## src/rtl/pulse_gen_pkg.sv

```systemverilog
// Shared defaults and FSM state encoding for the coincidence-trigger test pulse generator.
package pulse_gen_pkg;

  localparam int CH_DEF    = 6;
  localparam int CNT_W_DEF = 8;

  typedef enum logic [1:0] {
    IDLE = 2'd0,
    RUN  = 2'd1,
    DONE = 2'd2
  } state_t;

endpackage

```

## src/rtl/pulse_chan.sv

```systemverilog
// One pulse channel: registered output, high while the run timer is in [delay+1, delay+width].
// Compares against the timer value the top is about to load, so the pulse lands with zero extra latency.
module pulse_chan
  import pulse_gen_pkg::*;
#(
  parameter int CNT_W = CNT_W_DEF
) (
  input  logic             clk,
  input  logic             reset,
  input  logic             run_nx,
  input  logic             en,
  input  logic [CNT_W-1:0] delay,
  input  logic [CNT_W-1:0] width,
  input  logic [CNT_W:0]   cnt_nx,
  output logic             out
);

  logic [CNT_W:0] lo;
  logic [CNT_W:0] hi;
  logic           on;

  // One extra bit keeps delay+width from wrapping at the top of the range.
  always_comb begin
    lo = {1'b0, delay} + (CNT_W+1)'(1);
    hi = {1'b0, delay} + {1'b0, width};
    on = run_nx && en && (width != '0) && (cnt_nx >= lo) && (cnt_nx <= hi);
  end

  always_ff @(posedge clk or posedge reset) begin
    if (reset) out <= 1'b0;
    else       out <= on;
  end

endmodule

```

## config.mk

```make
export PLATFORM = sky130hd
export DESIGN_NAME = pulse_chan
export DESIGN_NICKNAME = d
export VERILOG_FILES = /design/src/rtl/pulse_gen_pkg.sv /design/src/rtl/pulse_chan.sv
export SDC_FILE = /design/constraint.sdc
export NUM_CORES = 1
export LEC_CHECK = 0
export CORE_MARGIN = 10
export CORE_UTILIZATION = 50
export DETAILED_ROUTE_END_ITERATION = 8
export DONT_BUFFER_PORTS = 1
export PLACE_DENSITY = 0.74
export SYNTH_ARGS = -nofsm -noshare
export SYNTH_HDL_FRONTEND = slang
export SYNTH_SLANG_ARGS = --single-unit
```

## constraint.sdc

```tcl
create_clock -name clk -period 0.8 [get_ports clk]
set_clock_uncertainty 0.2 [all_clocks]
set_input_delay 0.16 -clock clk [delete_from_list [all_inputs] [get_ports clk]]
set_output_delay 0.16 -clock clk [all_outputs]
set_load 0.02 [all_outputs]
```

## Word-level counts from Yosys, hierarchy flattened

Index checks and enable logic that the tools add are counted.

- Add/subtract/negate cells: 2
- $mul: 0
- Divide/modulo/power cells: 0
- Order comparisons: 2
- Eq/ne operators: 0
- Shift operators: 0
- Multiplexer cells: 0
- Bitwise logic cells: 0
- Reductions and logical operators: 5

Operators by type and width:

| cell | number |
|---|---|
| 8-bit by 1-bit adder with 9-bit output, second input constant | 1 |
| 8-bit by 8-bit adder with 9-bit output | 1 |
| 9-bit greater-or-equal comparator | 1 |
| 9-bit <= comparator | 1 |
| 8-bit nonzero test | 1 |
| 1-bit logical AND | 4 |

- Register bits: 1
- Latch bits: 0
- RAM bits: 0
- ROM bits: 0
- Input port bits: 29
- Word-level logic and storage cells: 10
- Memories: 0

## Longest topological paths before layout

- Depth in word-level cells: 4
- Depth in mapped cells: 12

## Least setup slack after synthesis

Ideal clock, no wire load.

- Path type: in2reg
- Start point: input port width[0]
- End point: register out
- Arrival time: 2.291 ns
- Data required time: 0.534 ns
- Setup slack: -1.757 ns
- Stages: 12
- Buffers on the path: 0
- Cells stage by stage: ha_1 fa_1 a21o_1 a21oi_1 o21ai_1 nor2_1 xor2_1 ha_1 a211oi_1 o21bai_1 o21bai_1 and3_1

- Cells in the longest elaborated chain, start to end: 4
- Elaborated cells on any way between the ends: 6

RTL lines:

| item | RTL line | text |
|---|---|---|
| from (decl) | pulse_chan.sv:13 | `input logic [CNT_W-1:0] width,` |
| parallel branches: the longest is 3 deep, another holds 8-bit by 8-bit adder with 9-bit output | - |  |
| 1-bit logical AND (*) | pulse_chan.sv:26 | `on = run_nx && en && (width != '0) && (cnt_nx >= lo) && (cnt_nx <= hi);` |
| named net on | pulse_chan.sv:20 | `logic on;` |
| to (signal assigned) | pulse_chan.sv:31 | `else out <= on;` |
| to (decl) | pulse_chan.sv:15 | `output logic out` |

Mark *: on every way through the listed nets, which the timed path passes.

## Final worst setup path

Same ends and word-level chain as after synthesis.

==> out/results.txt <==
Min-delay worst type = input pin to async pin
All-layer global routing usage = 12.15%
Synth top cells by count = 27 x ha_1, 8 x a21oi_1, 8 x xor2_1
Fin crit period = 2440 ps
Worst-margin pin slew = 331.0 ps
Largest net degree at the start of global routing = 6
Initial DRC count = 15
Max Fclk = 409.8 MHz
Max FFs per register = 1
Reg clk slew, reported paths = 0 ps
RD Place Congestion = 0.8809
Avg WL per Cell = 16.93 um
Core area = 1559 um^2
CP Capture Type = flop
Syn Std Cell Area = 850.8 um^2
Layout cells sized above 1 = 15.97%
Pins Over Slew Limit = 0
Share of async-settable or async-resettable flops after synthesis = 100.0%
Top-count cell post-synth = ha_1
Final antenna-violating net count = 0
Setup Viol. Count Final = 1
Via count = 812
Initial antenna violation count = 0
Critical Path Fanout Max = 2
Post-synth top area cell = ha_1
Int Power = 0.4069 mW
Clock power frac = 0%
Initial core utilization = 54.57%
WL final = 2286 um
Die height = 61.25 um
Switching Fraction = 44.84%
Run status = finished, violations left
Antenna Cells = 0
Port-buffer cells = 0
Area delta synth->final = 18.23%
Vias in the first global route = 873
Die area = 3752 um^2
Final Worst Setup Slack = -1640 ps
Final hold viol count = 0
Post-route DRC = 0
Setup tns final = -1640 ps
Combinational share of power = 91.8%
Yosys cell types = 26
Net Sw Power = 0.3308 mW
Worst Path Required = 530 ps
Rows = 14
Failing checks = negative setup slack
Max VDD drop = 0.0003683 V
Post-synth EDFFs = 0
Setup CP Type = input pin to flop
Hold Slack = 251.2 ps
RSZ-0062 raised after global routing = yes
First-pass iteration count of the detailed router = 4
Io pins = 30
Core Util, Final = 64.53%
Mapped Cells = 105
Synth warn = 0
Startpoint type of the worst setup path = input pin
Register area share after synthesis = 2.941%
Die X = 61.25 um
Arrival time at the worst endpoint = 2170 ps
Largest registers = out: 1 flops
Wire length of the first global-routing pass = 3691 um
Period utilisation layout = 305.0%
# nets final = 178
Top FF cell, synth = dfrtp_1
Syn_area_per_cell = 8.103 um^2
Rel. slew slack = 77.73%
Reg with most FFs = out
Ranking of synthesized cells by area = ha_1 40%, xor2_1 8.2%, a21oi_1 4.7%
P_leak = 0.4989 nW
Synthesized net count = 162
Post-CTS Setup Inserts = 0
Post-synth top area share = 39.71%
Post-DP HPWL = 2121 um
Synth Register Bits = 1
Sequential Power Share = 8.2%
Max_cap viols = 0
Power Dens Cells = 733.4 nW/um^2
GRT overflow = 0
Vias/cell = 6.015
==> power groups by stage <==
stage               clock [mW]  sequential [mW]  combinational, mW
floorplan                    0           0.0599              0.486
global placement             0           0.0603              0.628
detailed placement           0           0.0604              0.666
CTS                          0           0.0604              0.678
global route                 0           0.0609              0.771
finish                       0           0.0602              0.678
==> path summary, 6_finish.rpt <==
path                           from  endpoint  slack (ps)  cells past startpoint
max in group asynchronous     reset       out          60                      2
min in group clk                 en       out         250                      3
max                        width[0]       out       -1640                     12
min                           reset       out         250                      2
==> critical path, stage by stage <==
cell      delay (ps)
ha_4             140
fa_2             350
a21o_1           170
a21oi_2          180
o21ai_2           80
nor2_1           110
xor2_1           160
ha_1             280
a211oi_2         220
o21bai_1          90
o21bai_1         110
and3_1           150
==> metal layers <==
metal | global-route usage, % | part of all wire (%) | up-vias
met1 | 13.08 | 40 | 356
met3 | 3.909 | 11 | 4
li1 | - | - | 420
met2 | 23.08 | 48 | 32
met4 | 1.303 | 0.83 | 0
met5 | 0 | 0 | -
==> repair_timing <==
item | in CTS | in global routing
pin swaps | 6 | 4
setup endpoints to repair | 1 | 1
hold endpoints to repair | 1 | 0
hold buffers | 1 | 0
gates cloned | 0 | 0
resized for setup | 1 | 0
==> cells by family (layout without fill, tap and decap cells) <==
group                    after synthesis  count (layout)  synth area share (%)
flip-flops                             1               1                 2.941
adder cells (fa/ha/maj)               28              28                 42.06
XOR/XNOR                              12              12                 12.35
buffers and inverters                  6              20                 2.647
AND/OR/NAND/NOR                       34              34                 20.00
AO/OA/AOI/OAI                         24              24                 20.00
==> layout by cell type, fill, tap and decap left out, types with 3 or more instances in the layout <==
cell type,instances
nor2_1,6
o21ai_0,3
nand2_1,7
inv_1,6
xnor2_1,4
a21oi_1,7
nand3_1,6
xor2_1,8
a21o_1,4
buf_4,13
ha_1,26
and3_1,5
==> layout make-up <==
type                    count  area (um^2)
fillers                   132        553.0
inverters                   6        22.52
multi-input cells          98        830.8
flip-flops and latches      1        25.02
well taps                  16        20.02
repair buffers             14        107.6
==> per-stage QoR <==
step,power [mW],instances,instance area [um^2],worst slack (ps)
2_1_floorplan,0.5456,105,874.6,-1521
3_3_place_gp,0.6883,134,992.2,-1609
3_5_place_dp,0.7260,134,992.2,-1678
4_1_cts,0.7385,135,1006,-1681
5_1_grt,0.8315,135,1006,-1793
6_report,0.7377,135,1006,-1640
(Power assumes the default switching activity.)
